[config.mk]
export PLATFORM = sky130hd
export DESIGN_NAME = complex_divider
export DESIGN_NICKNAME = d
export VERILOG_FILES = /design/src/rtl/complex_divider.sv
export SDC_FILE = /design/constraint.sdc
export NUM_CORES = 2
export LEC_CHECK = 0
export ABC_AREA = 1
export CELL_PAD_IN_SITES_DETAIL_PLACEMENT = 1
export CELL_PAD_IN_SITES_GLOBAL_PLACEMENT = 1
export CORE_ASPECT_RATIO = 0.8
export CORE_MARGIN = 10
export CORE_UTILIZATION = 40
export CTS_BUF_LIST = sky130_fd_sc_hd__clkbuf_8
export CTS_CLUSTER_DIAMETER = 80
export DETAILED_ROUTE_END_ITERATION = 10
export PLACE_DENSITY = 0.82
export RECOVER_POWER = 100
export SETUP_SLACK_MARGIN = 0.05
export SKIP_CTS_REPAIR_TIMING = 1
export SLEW_MARGIN = 40
export SYNTH_ARGS = -nofsm -noshare
export SYNTH_HDL_FRONTEND = slang
export SYNTH_SLANG_ARGS = --single-unit
[constraint.sdc]
create_clock -name clk -period 9.6 [get_ports clk]
set_clock_uncertainty 0.2 [all_clocks]
set_input_delay 2.4 -clock clk [delete_from_list [all_inputs] [get_ports clk]]
set_output_delay 2.4 -clock clk [all_outputs]
set_load 0.01 [all_outputs]
[src/rtl/complex_divider.sv]
// complex_divider: iterative restoring divider q = a / b on packed {re, im}.
// Define COMPLEX_DIVIDER_SAT_EN to clamp the quotient; otherwise it wraps.
module complex_divider #(
  parameter int A_WIDTH   = 10,
  parameter int B_WIDTH   = 15,
  parameter int FRAC_BITS = 8,
  parameter int Q_WIDTH   = 16
) (
  input  logic                   clk,
  input  logic                   rst,
  input  logic [2*A_WIDTH-1:0]   a_i,
  input  logic [2*B_WIDTH-1:0]   b_i,
  input  logic                   in_valid_i,
  output logic                   in_ready_o,
  output logic [2*Q_WIDTH-1:0]   q_o,
  output logic                   dz_o,
  output logic                   ovf_o,
  output logic                   out_valid_o,
  input  logic                   out_ready_i
);

  localparam int PW        = A_WIDTH + B_WIDTH;
  localparam int NUM_WIDTH = PW + FRAC_BITS;
  localparam int DEN_WIDTH = 2 * B_WIDTH;
  localparam int ITER      = NUM_WIDTH;
  localparam int CW        = $clog2(ITER);

  typedef enum logic [2:0] {
    S_IDLE,
    S_PREP,
    S_DIV,
    S_FIN,
    S_HOLD
  } state_t;

  state_t r_state;
  state_t w_next;

  logic signed [A_WIDTH-1:0] r_a_re;
  logic signed [A_WIDTH-1:0] r_a_im;
  logic signed [B_WIDTH-1:0] r_b_re;
  logic signed [B_WIDTH-1:0] r_b_im;

  logic [NUM_WIDTH-1:0] r_num_re;
  logic [NUM_WIDTH-1:0] r_num_im;
  logic [DEN_WIDTH-1:0] r_rem_re;
  logic [DEN_WIDTH-1:0] r_rem_im;
  logic [DEN_WIDTH-1:0] r_den;
  logic                 r_neg_re;
  logic                 r_neg_im;
  logic [CW-1:0]        r_cnt;

  logic [Q_WIDTH-1:0] r_q_re;
  logic [Q_WIDTH-1:0] r_q_im;
  logic               r_dz;
  logic               r_ovf;
  logic               r_valid;

  logic w_load;
  logic w_prep;
  logic w_step;
  logic w_fin;
  logic w_rel;
  logic w_rdy;

  function automatic logic signed [PW-1:0] smul(
    logic signed [A_WIDTH-1:0] x,
    logic signed [B_WIDTH-1:0] y
  );
    logic signed [PW-1:0] xe;
    logic signed [PW-1:0] ye;
    xe = PW'(x);
    ye = PW'(y);
    return xe * ye;
  endfunction

`ifdef COMPLEX_DIVIDER_SAT_EN
  localparam logic [NUM_WIDTH-1:0] QLIM =
    NUM_WIDTH'(1) << (Q_WIDTH - 1);
`endif

  // Returns {ovf, q}; a zero magnitude always yields +0.
  function automatic logic [Q_WIDTH:0] finish(
    logic [NUM_WIDTH-1:0] m,
    logic                 neg
  );
    logic [Q_WIDTH-1:0] q;
    logic               o;
    q = neg ? -m[Q_WIDTH-1:0] : m[Q_WIDTH-1:0];
    o = 1'b0;
`ifdef COMPLEX_DIVIDER_SAT_EN
    if (!neg && m >= QLIM) begin
      q = {1'b0, {(Q_WIDTH-1){1'b1}}};
      o = 1'b1;
    end else if (neg && m > QLIM) begin
      q = {1'b1, {(Q_WIDTH-1){1'b0}}};
      o = 1'b1;
    end
`endif
    return {o, q};
  endfunction

  logic signed [PW-1:0] w_ar_br;
  logic signed [PW-1:0] w_ai_bi;
  logic signed [PW-1:0] w_ai_br;
  logic signed [PW-1:0] w_ar_bi;
  logic signed [PW:0]   w_n_re;
  logic signed [PW:0]   w_n_im;
  logic [PW-1:0]        w_abs_re;
  logic [PW-1:0]        w_abs_im;

  assign w_ar_br = smul(r_a_re, r_b_re);
  assign w_ai_bi = smul(r_a_im, r_b_im);
  assign w_ai_br = smul(r_a_im, r_b_re);
  assign w_ar_bi = smul(r_a_re, r_b_im);

  assign w_n_re = (PW+1)'(w_ar_br) + (PW+1)'(w_ai_bi);
  assign w_n_im = (PW+1)'(w_ai_br) - (PW+1)'(w_ar_bi);

  assign w_abs_re = w_n_re[PW] ? PW'(-w_n_re) : w_n_re[PW-1:0];
  assign w_abs_im = w_n_im[PW] ? PW'(-w_n_im) : w_n_im[PW-1:0];

  logic signed [DEN_WIDTH-1:0] w_bre_e;
  logic signed [DEN_WIDTH-1:0] w_bim_e;
  logic [DEN_WIDTH-1:0]        w_d;

  assign w_bre_e = DEN_WIDTH'(r_b_re);
  assign w_bim_e = DEN_WIDTH'(r_b_im);
  assign w_d     = w_bre_e * w_bre_e + w_bim_e * w_bim_e;

  // One restoring step: bring in the next numerator bit, trial-subtract d.
  logic [DEN_WIDTH:0]   w_tr_re;
  logic [DEN_WIDTH:0]   w_tr_im;
  logic                 w_qb_re;
  logic                 w_qb_im;
  logic [DEN_WIDTH-1:0] w_rem_re;
  logic [DEN_WIDTH-1:0] w_rem_im;

  assign w_tr_re = {r_rem_re, r_num_re[NUM_WIDTH-1]};
  assign w_tr_im = {r_rem_im, r_num_im[NUM_WIDTH-1]};
  assign w_qb_re = (w_tr_re >= {1'b0, r_den});
  assign w_qb_im = (w_tr_im >= {1'b0, r_den});

  assign w_rem_re = w_qb_re ? DEN_WIDTH'(w_tr_re - {1'b0, r_den})
                            : w_tr_re[DEN_WIDTH-1:0];
  assign w_rem_im = w_qb_im ? DEN_WIDTH'(w_tr_im - {1'b0, r_den})
                            : w_tr_im[DEN_WIDTH-1:0];

  logic [Q_WIDTH:0] w_f_re;
  logic [Q_WIDTH:0] w_f_im;

  assign w_f_re = finish(r_num_re, r_neg_re);
  assign w_f_im = finish(r_num_im, r_neg_im);

  always_ff @(posedge clk or posedge rst) begin
    if (rst) begin
      r_state <= S_IDLE;
    end else begin
      r_state <= w_next;
    end
  end

  always_comb begin
    w_next = r_state;
    unique case (r_state)
      S_IDLE: if (in_valid_i) w_next = S_PREP;
      S_PREP: w_next = S_DIV;
      S_DIV:  if (r_cnt == '0) w_next = S_FIN;
      S_FIN:  w_next = S_HOLD;
      S_HOLD: if (out_ready_i) w_next = S_IDLE;
      default: w_next = S_IDLE;
    endcase
  end

  always_comb begin
    w_load = 1'b0;
    w_prep = 1'b0;
    w_step = 1'b0;
    w_fin  = 1'b0;
    w_rel  = 1'b0;
    w_rdy  = 1'b0;
    unique case (r_state)
      S_IDLE: begin
        w_rdy  = 1'b1;
        w_load = in_valid_i;
      end
      S_PREP: w_prep = 1'b1;
      S_DIV:  w_step = 1'b1;
      S_FIN:  w_fin  = 1'b1;
      S_HOLD: w_rel  = out_ready_i;
      default: ;
    endcase
  end

  always_ff @(posedge clk or posedge rst) begin
    if (rst) begin
      r_a_re   <= '0;
      r_a_im   <= '0;
      r_b_re   <= '0;
      r_b_im   <= '0;
      r_num_re <= '0;
      r_num_im <= '0;
      r_rem_re <= '0;
      r_rem_im <= '0;
      r_den    <= '0;
      r_neg_re <= 1'b0;
      r_neg_im <= 1'b0;
      r_cnt    <= '0;
      r_q_re   <= '0;
      r_q_im   <= '0;
      r_dz     <= 1'b0;
      r_ovf    <= 1'b0;
      r_valid  <= 1'b0;
    end else begin
      if (w_load) begin
        r_a_re <= a_i[2*A_WIDTH-1:A_WIDTH];
        r_a_im <= a_i[A_WIDTH-1:0];
        r_b_re <= b_i[2*B_WIDTH-1:B_WIDTH];
        r_b_im <= b_i[B_WIDTH-1:0];
      end
      if (w_prep) begin
        r_num_re <= {w_abs_re, {FRAC_BITS{1'b0}}};
        r_num_im <= {w_abs_im, {FRAC_BITS{1'b0}}};
        r_den    <= w_d;
        r_neg_re <= w_n_re[PW];
        r_neg_im <= w_n_im[PW];
        r_rem_re <= '0;
        r_rem_im <= '0;
        r_cnt    <= CW'(ITER - 1);
      end
      // Numerator register doubles as quotient: bits shift out, q bits in.
      if (w_step) begin
        r_num_re <= {r_num_re[NUM_WIDTH-2:0], w_qb_re};
        r_num_im <= {r_num_im[NUM_WIDTH-2:0], w_qb_im};
        r_rem_re <= w_rem_re;
        r_rem_im <= w_rem_im;
        r_cnt    <= r_cnt - CW'(1);
      end
      if (w_fin) begin
        r_valid <= 1'b1;
        if (r_den == '0) begin
          r_q_re <= '0;
          r_q_im <= '0;
          r_dz   <= 1'b1;
          r_ovf  <= 1'b0;
        end else begin
          r_q_re <= w_f_re[Q_WIDTH-1:0];
          r_q_im <= w_f_im[Q_WIDTH-1:0];
          r_dz   <= 1'b0;
          r_ovf  <= w_f_re[Q_WIDTH] | w_f_im[Q_WIDTH];
        end
      end
      if (w_rel) begin
        r_valid <= 1'b0;
      end
    end
  end

  assign in_ready_o  = w_rdy;
  assign q_o         = {r_q_re, r_q_im};
  assign dz_o        = r_dz;
  assign ovf_o       = r_ovf;
  assign out_valid_o = r_valid;

endmodule
After elaboration in Yosys (flattened, before gate mapping) --
Index checks and enable logic that the tools add are counted.
Operators by class: multiplexer cells 30, multipliers 6, reductions and logical operators 6, $lt $le $gt $ge 2, equal/unequal tests 7, add/subtract/negate cells 10
Operator list (count):
- $mux 30 | 5
- $mux 33 | 4
- $mul 10x15->25 | 4
- $mux 16 | 4
- $ge 31x30->1 | 2
- $mul 15x15->30 | 2
- $sub 30x30->30 | 2
- $mux 25 | 2
- $neg 25->25 | 2
- $neg 16->16 | 2
- $add 30x30->30 | 1
- $logic_not 30->1 | 1
- $add 25x25->26 | 1
- $sub 25x25->26 | 1
- $pmux 3 s5 | 1
- $mux 6 | 2
- $mux 1 | 9
- $mux 3 | 3
- $eq 3x2->1 const B | 2
- $logic_not 6->1 | 1
- $ne 2x2->1 const B | 3
- $sub 6x1->6 const B | 1
- $reduce_bool 2->1 | 2
- $eq 3x1->1 const B | 1
- other kinds (3) | 3
Word-level totals: output and inout bits 36, bits in registers 251, word-level logic and storage cells 78

Depth between registers and ports, before layout --
depth after elaboration 6, gate-level depth with buffers 39

Worst setup path after synthesis --
No wires, ideal clock.
kind register -> register, start register r_b_im[14], end register r_num_re[22], required time 9266 ps, setup slack 2421 ps, cell stages (with the launch flop) 32, period minus slack after synthesis 7179 ps, library setup time 134 ps, data arrival time 6844 ps, cells stage by stage dfrtp_1 clkbuf_1 buf_1 nand2_1 fa_1 inv_1 fa_1 inv_1 fa_1 inv_1 fa_1 inv_1 fa_1 inv_1 fa_1 inv_1 fa_1 inv_1 ha_1 nand2_1 nor2_1 inv_1 nor2_1 nand3_1 nand3_1 a21oi_1 nand3b_1 nand2_1 buf_2 nand3_1 nand3_1 o211ai_1
Between the ends: cells in the longest elaborated chain, start to end 6
Ends and longest elaborated chain:
- start, declared | RTL line 42 | logic signed [B_WIDTH-1:0] r_b_im;
- start signal, assigned | RTL line 219 | r_b_im <= b_i[B_WIDTH-1:0];
- $mul 10x15->25 (*) | RTL line 74 | return xe * ye;
- $add 25x25->26 (*) | RTL line 117 | assign w_n_re = (PW+1)'(w_ar_br) + (PW+1)'(w_ai_bi);
- $neg 25->25 | RTL line 120 | assign w_abs_re = w_n_re[PW] ? PW'(-w_n_re) : w_n_re[PW-1:0];
- $mux 25 (*) | RTL line 120
- $mux 33 (*) | RTL line 221 | if (w_prep) begin
- $mux 33 (*) | RTL line 232 | if (w_step) begin
- end signal, assigned | RTL line 222 | r_num_re <= {w_abs_re, {FRAC_BITS{1'b0}}};
- end signal, assigned | RTL line 233 | r_num_re <= {r_num_re[NUM_WIDTH-2:0], w_qb_re};
- end, declared | RTL line 44 | logic [NUM_WIDTH-1:0] r_num_re;
Every way passes the cells marked *; elsewhere a longest branch is shown, timed or not. The select of a mux whose other input is x is not followed. A chain may end at the register's enable or synchronous reset.

Final worst setup path --
start register r_b_im[14], end register r_den[27]
Between the ends: cells in the longest elaborated chain, start to end 2
Ends and longest elaborated chain:
- $mul 15x15->30 | RTL line 129 | assign w_d = w_bre_e * w_bre_e + w_bim_e * w_bim_e;
- $add 30x30->30 | RTL line 129
- end signal, assigned | RTL line 224 | r_den <= w_d;
- end, declared | RTL line 48 | logic [DEN_WIDTH-1:0] r_den;
No other way between the ends.

==> flow_summary.ini <==
[synth]
ys_seq_area_share_pct = 11.23
syn_avg_cell_area_um2 = 7.808
synth_area_leaders = fa_1 39%, inv_1 13%, nand2_1 12%, dfrtp_1 11%, ha_1 8.6%
synthFlopType = dfrtp_1
synth-edff-count = 0
synth.distinct_cells = 54
ys.warnings.count = 0
synth_commonest_cells = 2011 x inv_1, 1737 x nand2_1, 1088 x fa_1
ys_ff_latch = 251
synth.top_cell.area_share_pct = 38.94
synthCells = 7164
syn-cell-area_um2 = 55930
yosysMostFrequentCell = inv_1
synth.largest_area_cell = fa_1
async_reset_ff_share_pct = 100.0
synth_fp_nets = 8692

[floorplanning]
ios = 90
die-height_um = 354.5
die_w_um = 438.1
dieArea_um2 = 155300
core_um2 = 138600
fp-row-count = 122
start_util_pct = 40.36

[routing]
drt_iter0_markers = 2956
vias = 46040
antenna_left = 0
via_per_inst = 5.094
wire_per_inst_um = 20.43
finalWirelength_um = 184700
drcViolationCount = 0
first_pass_iters = 5

[setup_path]
worst-path-max-fanout = 25
worst_r2r_path_depth = 22
r2r_setup_slack_ps = 650
worstSetupEndpointType = register
rr_startpoint = r_b_im[14]
required_ps = 9800
reg2reg_to = r_den[27]
startpoint = r_b_im[14]
path_class = register to register
setup.worst_path.start_class = register
arrival_ps = 9150

[clock_tree]
htreeDepth = 2
clk_pin_slew_worst_paths_ps = 70
clock_sinks = 251
clock-root-buffer = clkbuf_8
cts_tree = yes
clk_path_buf_depth = 3
cts_buffers = 53
clk_latency_ps = 800

[sta]
relSlewSlack_pct = -164.2
rsz0062_at_grt = false
finalHoldViolCount = 0
period_needed_ps = 8948
tightest_slew_ps = 3941
timing.final.crit_share_pct = 93.21
maxClockFrequency_ghz = 0.1118
tns_ps = 0
finalSetupViolations = 0
finalMaxSlewViolations = 492

[place]
io_buffer_count = 88
dpl.hpwl_um = 150800
place_congestion = 0.9328
dpl_cell_area_um2 = 58820

[finish]
register_area_um2 = 6297
n_fill_cell = 17140
design_area_um2 = 60130
multiInputGateArea_um2 = 41060
syn_to_final_growth_pct = 7.494
layout.nets = 8661
final_layout_size_suffix_gt1_share_pct = 3.790

[grt]
grt_pass1_vias = 52390
grt_pass1_wl_um = 295900
grt_overflow_total = 0
grtUsageTotal_pct = 24.06
grt_max_degree = 122
grt_antenna_before_repair = 9

[min_path]
hold_class = register to register
min_delay_worst_endpoint = r_q_im[7]
min_path_cells = 2
min_from = r_q_im[7]

[job]
cap_violations = 9

[status]
violations = capacitance limit, slew limit
status = finished, violations left
==> sequential cells by signal (all words and copies together), names as in the netlist, 15 cells and up <==
name	flops
r_q_re	16
r_rem_im	30
r_den	30
r_num_im	33
r_num_re	33
r_b_im	15
r_b_re	15
r_rem_re	30
r_q_im	16
==> cell families after synthesis <==
logic type / after synthesis / synth area share (%)
other: 1 / 0.006704
AND/OR/NAND/NOR: 2497 / 18.10
multiplexers: 23 / 0.4630
adder cells (fa/ha/maj): 1474 / 47.57
flip-flops: 251 / 11.23
XOR/XNOR: 138 / 2.215
AO/OA/AOI/OAI: 504 / 5.053
buffers and inverters: 2276 / 15.36
==> cells in the final DEF (no fill, tap or decap), drive strengths merged, types with 2 or more instances in the layout <==
cell and instances:
nand3b 9, clkinvlp 6, dlygate4sd3 38, o21a 2, o221ai 2, clkinv 15
clkbuf 71, a21boi 3, o21ai 214, nand2 1748, clkdlybuf4s50 50, diode 2
o21bai 25, nand3 236, dfrtp 251, a21o 13, a221oi 3, a211oi 3
or2 22, bufinv 11, a22o 4, mux2 23, inv 2023, and2 2
o211ai 16, xnor2 62, nor4 16, o22ai 40, nor3 50, ha 386
nand4 59, a31oi 8, buf 74, xor2 76, a21oi 166, fa 1088
nor2 354
==> worst max-delay path, stage by stage (launching register included) <==
cell	delay, ps
dfrtp_2	650
buf_4	430
nand2_1	270
inv_1	160
fa_1	510
fa_1	770
inv_1	270
fa_1	550
fa_1	610
fa_1	470
fa_1	540
inv_1	60
fa_1	400
fa_1	500
ha_1	570
nand2_1	170
nor4_1	440
nand3_1	160
nand3_1	230
a21o_1	190
nand2_1	70
nand3_1	90
o21ai_0	150
==> cell type report <==
| type | instances | area share (%) |
|---|---|---|
| timing repair buffer | 171 | 2.489 |
| antenna | 2 | 0.008324 |
| clock buffer | 62 | 1.419 |
| clock inverter | 36 | 0.8365 |
| tap | 1860 | 3.871 |
| multi-input combinational | 4637 | 68.29 |
| sequential | 251 | 10.47 |
| inverter | 2019 | 12.61 |
==> how the worst max path moves through the flow <==
stage                        end  slack, ps
floorplan                   dz_o        100
finish                 r_den[27]        650
global placement    r_num_re[16]       1160
CTS                    r_den[28]        920
detailed placement     r_den[28]       1070
global route         r_num_im[9]        310
==> stage by stage <==
step | hold slack, ps | worst slack, ps | instances | util, %
final | 284.3 | 652.2 | 9038 | 43.38
after global routing | 311.0 | 312.2 | 9038 | 43.38
after CTS | 290.3 | 923.8 | 9035 | 43.41
after detailed placement | 273.9 | 1069 | 8937 | 42.43
after global placement | 268.5 | 1159 | 8937 | 42.42
after floorplan | 249.1 | 100.0 | 7164 | -
==> routing by layer <==
metal | up-vias | wire length (um) | track usage [%]
met2 | 1288 | 84650 | 39.33
met4 | 16 | 7039 | 7.840
met5 | - | 90 | 0
li1 | 20730 | - | -
met1 | 23670 | 81120 | 32.74
met3 | 331 | 11770 | 3.501
Power is left out: the tool's default activity adds up to more than one toggle a clock period on the data nets, which glitch-free logic cannot reach.
